## config.mk

```make
export PLATFORM = sky130hd
export DESIGN_NAME = shadow_reg_restore_unit
export DESIGN_NICKNAME = d
export VERILOG_FILES = /design/src/rtl/shadow_reg_restore_unit.sv
export SDC_FILE = /design/constraint.sdc
export NUM_CORES = 1
export LEC_CHECK = 0
export CORE_ASPECT_RATIO = 1.2
export CORE_MARGIN = 1
export CORE_UTILIZATION = 54
export CTS_CLUSTER_SIZE = 16
export DETAILED_ROUTE_END_ITERATION = 7
export HOLD_SLACK_MARGIN = 0.06
export PLACE_DENSITY = 0.85
export SLEW_MARGIN = 20
export SYNTH_ARGS = -nofsm -noshare
export SYNTH_HDL_FRONTEND = slang
export SYNTH_SLANG_ARGS = --single-unit
```

## constraint.sdc

```tcl
create_clock -name clk_i -period 6.7 [get_ports clk_i]
set_clock_uncertainty 0.1 [all_clocks]
set_input_delay 1.34 -clock clk_i [delete_from_list [all_inputs] [get_ports clk_i]]
set_output_delay 1.34 -clock clk_i [all_outputs]
set_load 0.05 [all_outputs]
```

## src/rtl/shadow_reg_restore_unit.sv

```systemverilog
// Pops the top {mepc, mcause} shadow frame over a dedicated dcache load port on mret.
// Optional macro SHRU_RESTORE_UNDERFLOW_EN adds underflow_o for empty pops and full pushes.
module shadow_reg_restore_unit #(
   parameter int unsigned     XLEN               = 64,
   parameter int unsigned     DCACHE_INDEX_WIDTH = 12,
   parameter int unsigned     DCACHE_TAG_WIDTH   = 44,
   parameter int unsigned     STACK_DEPTH        = 8,
   parameter logic [XLEN-1:0] STACK_BASE         = {XLEN{1'b0}}
) (
   input  logic                          clk_i,
   input  logic                          rst_ni,
   input  logic                          flush_i,
   input  logic                          push_i,
   input  logic                          restore_req_i,
   input  logic                          store_pending_i,
   output logic                          restore_valid_o,
   output logic [XLEN-1:0]               restore_mepc_o,
   output logic [XLEN-1:0]               restore_mcause_o,
   output logic [$clog2(STACK_DEPTH):0]  depth_o,
   output logic                          busy_o,
   output logic [DCACHE_INDEX_WIDTH-1:0] address_index_o,
   output logic [DCACHE_TAG_WIDTH-1:0]   address_tag_o,
   output logic                          data_req_o,
   input  logic                          data_gnt_i,
   output logic                          tag_valid_o,
   output logic                          kill_req_o,
   input  logic                          data_rvalid_i,
   input  logic [XLEN-1:0]               data_rdata_i
`ifdef SHRU_RESTORE_UNDERFLOW_EN
   ,
   output logic                          underflow_o
`endif
);
   localparam int unsigned DW          = $clog2(STACK_DEPTH) + 1;
   localparam int unsigned FRAME_BYTES = 2 * XLEN / 8;
   localparam int unsigned WORD_BYTES  = XLEN / 8;

   localparam logic [2:0] S_IDLE     = 3'd0;
   localparam logic [2:0] S_REQ_EPC  = 3'd1;
   localparam logic [2:0] S_TAG_EPC  = 3'd2;
   localparam logic [2:0] S_WAIT_EPC = 3'd3;
   localparam logic [2:0] S_REQ_CAU  = 3'd4;
   localparam logic [2:0] S_TAG_CAU  = 3'd5;
   localparam logic [2:0] S_WAIT_CAU = 3'd6;
   localparam logic [2:0] S_DONE     = 3'd7;

   logic [2:0]      r_state;
   logic [2:0]      w_next;
   logic [DW-1:0]   r_depth;
   logic [XLEN-1:0] r_addr;
   logic [XLEN-1:0] r_epc_buf;
   logic [XLEN-1:0] r_mepc;
   logic [XLEN-1:0] r_mcause;
   logic            r_empty;
   logic            r_kill;
   logic            w_full;
   logic            w_dec;
   logic            w_start;
   logic            w_in_epc;
   logic            w_in_cau;
   logic            w_cap;
   logic            w_kill;
   logic [XLEN-1:0] w_top_addr;

   assign w_full     = (r_depth == DW'(STACK_DEPTH));
   assign w_dec      = (r_state == S_DONE) && !r_empty;
   assign w_start    = (r_state == S_IDLE) && (w_next != S_IDLE);
   assign w_in_epc   = (r_state == S_TAG_EPC) || (r_state == S_WAIT_EPC);
   assign w_in_cau   = (r_state == S_TAG_CAU) || (r_state == S_WAIT_CAU);
   assign w_cap      = data_rvalid_i && !flush_i;
   assign w_kill     = flush_i && (w_in_epc || w_in_cau);
   assign w_top_addr = STACK_BASE + ((XLEN'(r_depth) - XLEN'(1)) * XLEN'(FRAME_BYTES));

   // Next-state: rvalid may already arrive in the TAG cycle, which skips the WAIT state.
   always_comb begin
      w_next = r_state;
      case (r_state)
         S_IDLE: begin
            if (restore_req_i && !store_pending_i && !flush_i) begin
               if (r_depth == {DW{1'b0}}) w_next = S_DONE;
               else                       w_next = S_REQ_EPC;
            end else begin
               w_next = S_IDLE;
            end
         end
         S_REQ_EPC: begin
            if (flush_i)         w_next = S_IDLE;
            else if (data_gnt_i) w_next = S_TAG_EPC;
            else                 w_next = S_REQ_EPC;
         end
         S_TAG_EPC, S_WAIT_EPC: begin
            if (flush_i)            w_next = S_IDLE;
            else if (data_rvalid_i) w_next = S_REQ_CAU;
            else                    w_next = S_WAIT_EPC;
         end
         S_REQ_CAU: begin
            if (flush_i)         w_next = S_IDLE;
            else if (data_gnt_i) w_next = S_TAG_CAU;
            else                 w_next = S_REQ_CAU;
         end
         S_TAG_CAU, S_WAIT_CAU: begin
            if (flush_i)            w_next = S_IDLE;
            else if (data_rvalid_i) w_next = S_DONE;
            else                    w_next = S_WAIT_CAU;
         end
         S_DONE:  w_next = S_IDLE;
         default: w_next = S_IDLE;
      endcase
   end

   // State, frame address and captured data; outputs change together only on completion.
   always_ff @(posedge clk_i or negedge rst_ni) begin
      if (!rst_ni) begin
         r_state   <= S_IDLE;
         r_addr    <= {XLEN{1'b0}};
         r_epc_buf <= {XLEN{1'b0}};
         r_mepc    <= {XLEN{1'b0}};
         r_mcause  <= {XLEN{1'b0}};
         r_empty   <= 1'b0;
         r_kill    <= 1'b0;
      end else begin
         r_state <= w_next;
         r_kill  <= w_kill;
         if (w_start) begin
            r_addr  <= w_top_addr;
            r_empty <= (r_depth == {DW{1'b0}});
`ifndef SHRU_RESTORE_UNDERFLOW_EN
            if (r_depth == {DW{1'b0}}) begin
               r_mepc   <= {XLEN{1'b0}};
               r_mcause <= {XLEN{1'b0}};
            end
`endif
         end else if (w_in_epc && w_cap) begin
            r_epc_buf <= data_rdata_i;
            r_addr    <= r_addr + XLEN'(WORD_BYTES);
         end else if (w_in_cau && w_cap) begin
            r_mepc   <= r_epc_buf;
            r_mcause <= data_rdata_i;
         end
      end
   end

   // Depth: saturating push, pop on completion, simultaneous push and pop cancel.
   always_ff @(posedge clk_i or negedge rst_ni) begin
      if (!rst_ni) begin
         r_depth <= {DW{1'b0}};
      end else begin
         case ({push_i, w_dec})
            2'b10: begin
               if (!w_full) r_depth <= r_depth + DW'(1);
            end
            2'b01:   r_depth <= r_depth - DW'(1);
            default: r_depth <= r_depth;
         endcase
      end
   end

`ifdef SHRU_RESTORE_UNDERFLOW_EN
   logic r_underflow;

   // Underflow pulse: empty pop request or push with no room left.
   always_ff @(posedge clk_i or negedge rst_ni) begin
      if (!rst_ni) begin
         r_underflow <= 1'b0;
      end else begin
         r_underflow <= (w_start && (r_depth == {DW{1'b0}})) || (push_i && w_full && !w_dec);
      end
   end

   assign underflow_o     = r_underflow;
   assign restore_valid_o = (r_state == S_DONE) && !r_empty;
`else
   assign restore_valid_o = (r_state == S_DONE);
`endif

   assign restore_mepc_o   = r_mepc;
   assign restore_mcause_o = r_mcause;
   assign depth_o          = r_depth;
   assign busy_o           = (r_state != S_IDLE);
   assign data_req_o       = (r_state == S_REQ_EPC) || (r_state == S_REQ_CAU);
   assign tag_valid_o      = (r_state == S_TAG_EPC) || (r_state == S_TAG_CAU);
   assign kill_req_o       = r_kill;
   assign address_index_o  = data_req_o ? r_addr[DCACHE_INDEX_WIDTH-1:0] : {DCACHE_INDEX_WIDTH{1'b0}};
   assign address_tag_o    = tag_valid_o ? r_addr[DCACHE_INDEX_WIDTH +: DCACHE_TAG_WIDTH]
                                         : {DCACHE_TAG_WIDTH{1'b0}};
endmodule

```

==> results of run 1 <==
power breakdown:
group          switching, W  internal [W]  total, W  leakage, nW
Combinational       0.00110      0.000622   0.00172         2.66
Clock              0.000603      0.000898   0.00150        0.439
Sequential         0.000369       0.00193   0.00230         3.35
worst min path at each step:
| stage | start | to | slack, ns |
|---|---|---|---|
| after global placement | r_epc_buf[18] | restore_mepc_o[18] | 0.36 |
| after global routing | r_epc_buf[4] | r_epc_buf[4] | 0.40 |
| final | r_epc_buf[9] | r_epc_buf[9] | 0.38 |
| after detailed placement | r_epc_buf[35] | r_epc_buf[35] | 0.36 |
| after floorplan | r_empty | r_empty | 0.34 |
| after CTS | r_epc_buf[35] | r_epc_buf[35] | 0.38 |
synth_stat cells, types with 2 or more instances:
| cell type | count |
|---|---|
| o22a_1 | 2 |
| nand3_1 | 11 |
| buf_1 | 6 |
| clkbuf_1 | 75 |
| o31ai_1 | 2 |
| o21ai_0 | 142 |
| buf_4 | 7 |
| a21o_1 | 3 |
| and2_1 | 20 |
| mux2i_1 | 7 |
| o221ai_1 | 2 |
| or3_1 | 7 |
| and4_1 | 7 |
| a31oi_1 | 9 |
| nor2_1 | 29 |
| a211oi_1 | 8 |
| xnor2_1 | 27 |
| nand2b_1 | 2 |
| nor3b_1 | 7 |
| ha_1 | 5 |
| and3_1 | 11 |
| nor2b_1 | 39 |
| nor4_1 | 22 |
| nor4_2 | 2 |
| xor2_1 | 9 |
| a2bb2oi_1 | 2 |
| nor3_1 | 12 |
| inv_1 | 13 |
| dfrtp_1 | 254 |
| a21oi_1 | 44 |
| nand4_1 | 22 |
| buf_2 | 3 |
| nand2_1 | 483 |
| or4_1 | 2 |
area by class of cell:
cell class / count / share of cell area [%]
multi-input combinational: 959 / 31.73
timing repair buffer: 271 / 17.90
clock buffer: 36 / 5.003
inverter: 13 / 0.3225
sequential: 254 / 42.01
clock inverter: 8 / 0.8021
tap: 270 / 2.233
state kept, by name (all words and copies together) (netlist names):
register          flops
r_epc_buf            64
restore_mepc_o       64
r_state               3
restore_mcause_o     64
kill_req_o            1
depth_o               4
r_addr               53
r_empty               1
logic make-up after synthesis:
| family | after synthesis |
|---|---|
| AND/OR/NAND/NOR | 688 |
| flip-flops | 254 |
| AO/OA/AOI/OAI | 219 |
| buffers and inverters | 105 |
| XOR/XNOR | 36 |
| multiplexers | 7 |
| adder cells (fa/ha/maj) | 6 |
| other | 1 |
metrics by stage:
step | hold WS (ns) | area, um^2
6_report | 0.3752 | 15130
5_1_grt | 0.3999 | 15130
4_1_cts | 0.3774 | 15130
3_5_place_dp | 0.3619 | 14250
3_3_place_gp | 0.3564 | 14250
2_1_floorplan | 0.3381 | 11530
worst max-delay path, stage by stage, from the launching register on:
cell	delay, ns
dfrtp_1	0.76
nor2_1	0.17
a21oi_4	0.83
nor2_1	0.17
clkdlybuf4s50_1	0.76
routing by layer:
metal / part of all wire, % / wire, um / global-route usage [%] / vias to the layer above
met5: 0 / 0 / 0 / -
met4: 3.5 / 1141 / 11.18 / 0
met3: 8.1 / 2661 / 6.398 / 85
met2: 47 / 15370 / 46.76 / 453
met1: 41 / 13540 / 41.21 / 4975
li1: - / - / - / 4751
==> flow_metrics.py, run 1 <==
metrics = {
    "critical_path": {
        "worstSetupPathType": "reg -> out",
        "r2r_end": "r_addr[16]",
        "arrival_ns": 3.21,
        "crit_end": "address_tag_o[7]",
        "crit_path_end_kind": "output port",
        "crit_fanout": 45,
        "start_kind": "register",
        "r2r_cells": 5,
        "critPathLaunch": "r_state[1]",
        "rrSetupSlack_ns": 3.46,
        "r2r-start": "r_state[1]",
        "worstPathRequired_ns": 5.26,
    },
    "synth": {
        "synth_mux_area_share_pct": 0.6080,
        "synth_top_area_cell": "dfrtp_1",
        "synthTopCellsByArea": "dfrtp_1 55%, nand2_1 16%, o21ai_0 6.2%, clkbuf_1 2.4%, nor2b_1 2.1%",
        "synth_cells": 1316,
        "synth_compound_area_share_pct": 10.24,
        "synthAdderAreaFrac_pct": 0.7165,
        "synthXorXnorAreaFrac_pct": 2.736,
        "synth_top_family_by_area": "simple AND/OR/NAND/NOR gates",
        "synth_top_area_share_pct": 55.15,
        "async_reset_ff_share_pct": 100.0,
        "mappedNetlistArea_um2": 11520,
        "ys_warn_count": 0,
        "yosysUniqueCellTypes": 54,
        "yosysSeqAreaShare_pct": 55.15,
        "postSynthAreaPerCell_um2": 8.757,
        "synth_ff_type": "dfrtp_1",
        "synth_edf_count": 0,
        "synth-simple-area-share_pct": 26.77,
        "ys_ff_latch": 254,
    },
    "final_layout": {
        "drive_above_1_share_pct": 4.413,
        "area_growth_pct": 31.29,
        "regArea_um2": 6356,
        "final_common_cell": "nand2_1",
        "diodes": 0,
        "layout_common_cells": "483 x nand2_1, 260 x clkdlybuf4s50_1, 254 x dfrtp_1",
        "nets": 1602,
        "nFillCells": 1520,
        "utilization_pct": 72.15,
        "stdcell_count": 1811,
        "multi_input_area_um2": 4801,
    },
    "drt": {
        "via_per_inst": 5.668,
        "vias": 10264,
        "wl_per_cell_um": 18.06,
        "post-route-drc-count": 0,
        "drtIter0Drc": 1007,
        "ant_nets": 0,
        "firstDrtPassIters": 5,
        "wl_um": 32710,
    },
    "cts": {
        "cts-hold-fix-buffers": 0,
        "root_buffer": "clkbuf_16",
        "post_cts_buffers": 0,
        "cts.reportedPaths.clkPinSlew_ns": 0.06,
        "cts_max_level": 1,
        "cts_tree": "yes",
        "cts-resized-gates": 0,
        "clk_path_buf_depth": 3,
        "clkLatencyLatePin_ns": 0.52,
        "cts_made_buffers": 25,
        "clock_sinks": 254,
    },
    "floorplan": {
        "die_area_um2": 21930,
        "initial_core_util_pct": 54.95,
        "num_rows": 58,
        "die_x_um": 135.4,
        "io-pin-count": 265,
        "chipHeight_um": 162.0,
        "core_um2": 20970,
    },
    "power": {
        "power_density_nw_per_um2": 365.5,
        "p_total_w": 0.005530,
        "peakVddDrop_mv": 0.2806,
        "power.static_leakage_nw": 6.452,
    },
    "global_routing": {
        "grt_overflow_total": 0,
        "grt.total_usage_pct": 29.97,
        "grt_max_degree": 156,
        "antenna_found_initial": 0,
        "grt_pass1_wl_um": 52110,
        "grt_pass1_vias": 9983,
    },
    "hold_path": {
        "hold_path_depth": 2,
        "hp-class": "reg -> reg",
    },
    "placed_design": {
        "placed_cells": 1767,
        "io_buffer_count": 261,
        "place_ws_ns": 2.333,
        "dpl.hpwl_um": 20770,
        "place.gp.congestion": 0.9418,
    },
    "timing": {
        "hold_violations": 0,
        "min_period_ns": 4.651,
        "max_freq_ghz": 0.2150,
        "fin_tns_setup_ns": 0,
        "rsz0062_at_grt": "no",
        "drv_slew": 0,
        "worst_pin_slew_ns": 1.064,
        "slew_headroom_pct": 29.07,
        "period_share_pct": 69.42,
        "setup_ws_ns": 2.049,
        "setup_violations": 0,
    },
    "run": {
        "maxCapViolations": 0,
    },
    "outcome": {
        "status": "finished clean",
    },
}
No activity file was read; power rests on OpenSTA's default activity.
==> run 2, diff against run 1 <==
--- a/config.mk
+++ b/config.mk
@@ -7,11 +7,11 @@
 export LEC_CHECK = 0
 export CORE_ASPECT_RATIO = 1.2
 export CORE_MARGIN = 1
-export CORE_UTILIZATION = 54
+export CORE_UTILIZATION = 46
 export CTS_CLUSTER_SIZE = 16
 export DETAILED_ROUTE_END_ITERATION = 7
 export HOLD_SLACK_MARGIN = 0.06
-export PLACE_DENSITY = 0.85
+export PLACE_DENSITY = 0.77
 export SLEW_MARGIN = 20
 export SYNTH_ARGS = -nofsm -noshare
 export SYNTH_HDL_FRONTEND = slang
==> constraint.sdc (replaced) <==
create_clock -name clk_i -period 4.1 [get_ports clk_i]
set_clock_uncertainty 0.1 [all_clocks]
set_input_delay 0.82 -clock clk_i [delete_from_list [all_inputs] [get_ports clk_i]]
set_output_delay 0.82 -clock clk_i [all_outputs]
set_load 0.05 [all_outputs]
==> run 2 against run 1 <==
Net effect:
- routed wire length is 1.5% lower
- clock power is 65% higher
- register-to-register slack worse by 2.1 ns
- critical path type unchanged
- largest power group unchanged
==> flow_metrics.py, run 2 (synthesized netlist as in run 1, its figures left out) <==
metrics = {
    "outcome": {
        "status": "finished clean",
    },
    "floorplan": {
        "chipHeight_um": 175.4,
        "num_rows": 63,
        "io-pin-count": 265,
        "die_x_um": 146.5,
        "die_area_um2": 25690,
        "core_um2": 24670,
        "initial_core_util_pct": 46.71,
    },
    "cts": {
        "cts_made_buffers": 25,
        "clkLatencyLatePin_ns": 0.52,
        "root_buffer": "clkbuf_16",
        "cts-resized-gates": 0,
        "cts_max_level": 1,
        "cts-hold-fix-buffers": 0,
        "clock_sinks": 254,
        "clk_path_buf_depth": 3,
        "cts.reportedPaths.clkPinSlew_ns": 0.06,
        "cts_tree": "yes",
        "post_cts_buffers": 0,
    },
    "global_routing": {
        "grt.total_usage_pct": 25.17,
        "grt_pass1_vias": 9949,
        "antenna_found_initial": 0,
        "grt_overflow_total": 0,
        "grt_max_degree": 129,
        "grt_pass1_wl_um": 52520,
    },
    "drt": {
        "post-route-drc-count": 0,
        "firstDrtPassIters": 5,
        "wl_per_cell_um": 17.22,
        "maxUsedRoutingLayer": "met4",
        "via_per_inst": 5.388,
        "wl_um": 32230,
        "dr_wl_met2_um": 14920,
        "met3_length_um": 2899,
        "ant_nets": 0,
        "wl_met1_um": 13310,
        "drtIter0Drc": 808,
        "vias": 10087,
    },
    "critical_path": {
        "worstPathRequired_ns": 3.18,
        "worstSetupPathType": "reg -> out",
        "crit_fanout": 25,
        "r2r-start": "r_state[1]",
        "arrival_ns": 2.86,
        "start_kind": "register",
        "rrSetupSlack_ns": 1.34,
        "crit_path_end_kind": "output port",
        "r2r_cells": 5,
        "r2r_end": "restore_mcause_o[21]",
    },
    "final_layout": {
        "layout_common_cells": "483 x nand2_1, 260 x clkdlybuf4s50_1, 254 x dfrtp_1",
        "diodes": 0,
        "drive_above_1_share_pct": 4.719,
        "utilization_pct": 62.11,
        "nFillCells": 2077,
        "nets": 1609,
        "final_common_cell": "nand2_1",
        "area_growth_pct": 32.96,
    },
    "timing": {
        "hold_violations": 0,
        "period_share_pct": 92.12,
        "setup_violations": 0,
        "slew_headroom_pct": 47.62,
        "rsz0062_at_grt": "no",
        "drv_slew": 0,
        "fin_tns_setup_ns": 0,
        "worst_pin_slew_ns": 0.7857,
        "max_freq_ghz": 0.2648,
        "min_period_ns": 3.777,
    },
    "power": {
        "power_density_nw_per_um2": 589.7,
        "p_total_w": 0.009036,
        "peakVddDrop_mv": 0.3469,
        "power.static_leakage_nw": 6.502,
    },
    "placed_design": {
        "io_buffer_count": 261,
        "dpl.hpwl_um": 20570,
        "place.gp.congestion": 0.9362,
    },
    "run": {
        "maxCapViolations": 0,
    },
    "hold_path": {
        "hp-class": "in -> async",
    },
}
[run 2: cell count changes in the layout (fill, tap and decap cells not counted), moves of 2 or more]
cell / before / now
buf_4: 8 / 10
buf_12: 1 / 7
clkbuf_8: 9 / 4
bufinv_16: 3 / 5
[run 2: worst max-delay path by stage]
| stage | startpoint | end | slack [ns] | cells after the start |
|---|---|---|---|---|
| global route | r_state[1] | address_tag_o[5] | 0.13 | 5 |
| CTS | r_state[1] | address_tag_o[5] | 0.28 | 5 |
| floorplan | r_state[0] | address_index_o[10] | 1.10 | 4 |
| global placement | data_rvalid_i | r_addr[54] | 0.82 | 6 |
| finish | r_state[1] | address_tag_o[5] | 0.32 | 5 |
| detailed placement | flush_i | restore_mepc_o[26] | 0.72 | 6 |
[run 2: power breakdown]
group          internal, W  switching, W
registers          0.00316      0.000590
logic              0.00103       0.00179
clock network      0.00150      0.000969
total              0.00569       0.00334
[run 2: layer usage]
layer	track usage [%]	vias up
met5	0	-
met4	9.201	0
met3	6.571	71
met2	39.94	403
met1	33.29	4850
li1	-	4763
[run 2: critical path, cell delays in order, from the launching register on]
cell,delay (ns)
dfrtp_1,0.70
nor2_1,0.16
a21oi_4,0.46
buf_12,0.23
nor2b_1,0.06
clkdlybuf4s50_1,0.71
[run 2: through the flow]
stage | hold slack, ns | instances | setup slack, ns | instance area, um^2
final | 0.1906 | 1872 | 0.3230 | 15320
after global routing | 0.2847 | 1872 | 0.1269 | 15320
after detailed placement | 0.3557 | 1829 | 0.7151 | 14450
after CTS | 0.2492 | 1872 | 0.2794 | 15320
after floorplan | 0.3381 | 1318 | 1.102 | 11530
after global placement | 0.3497 | 1829 | 0.8240 | 14450
[run 2: area by class of cell]
type / count / area (um^2) / area share [%]
timing repair buffer: 278 / 2833 / 18.49
clock inverter: 11 / 186.4 / 1.217
sequential: 254 / 6356 / 41.48
inverter: 13 / 48.80 / 0.3184
multi-input combinational: 959 / 4801 / 31.33
clock buffer: 32 / 691.9 / 4.515
tap: 325 / 406.6 / 2.654
==> run 3, diff against run 2 <==
--- a/config.mk
+++ b/config.mk
@@ -12,6 +12,7 @@
 export DETAILED_ROUTE_END_ITERATION = 7
 export HOLD_SLACK_MARGIN = 0.06
 export PLACE_DENSITY = 0.77
+export SKIP_LAST_GASP = 1
 export SLEW_MARGIN = 20
 export SYNTH_ARGS = -nofsm -noshare
 export SYNTH_HDL_FRONTEND = slang
==> results of run 3 <==
The final DEF is identical to that of run 2; final timing and power are the same.
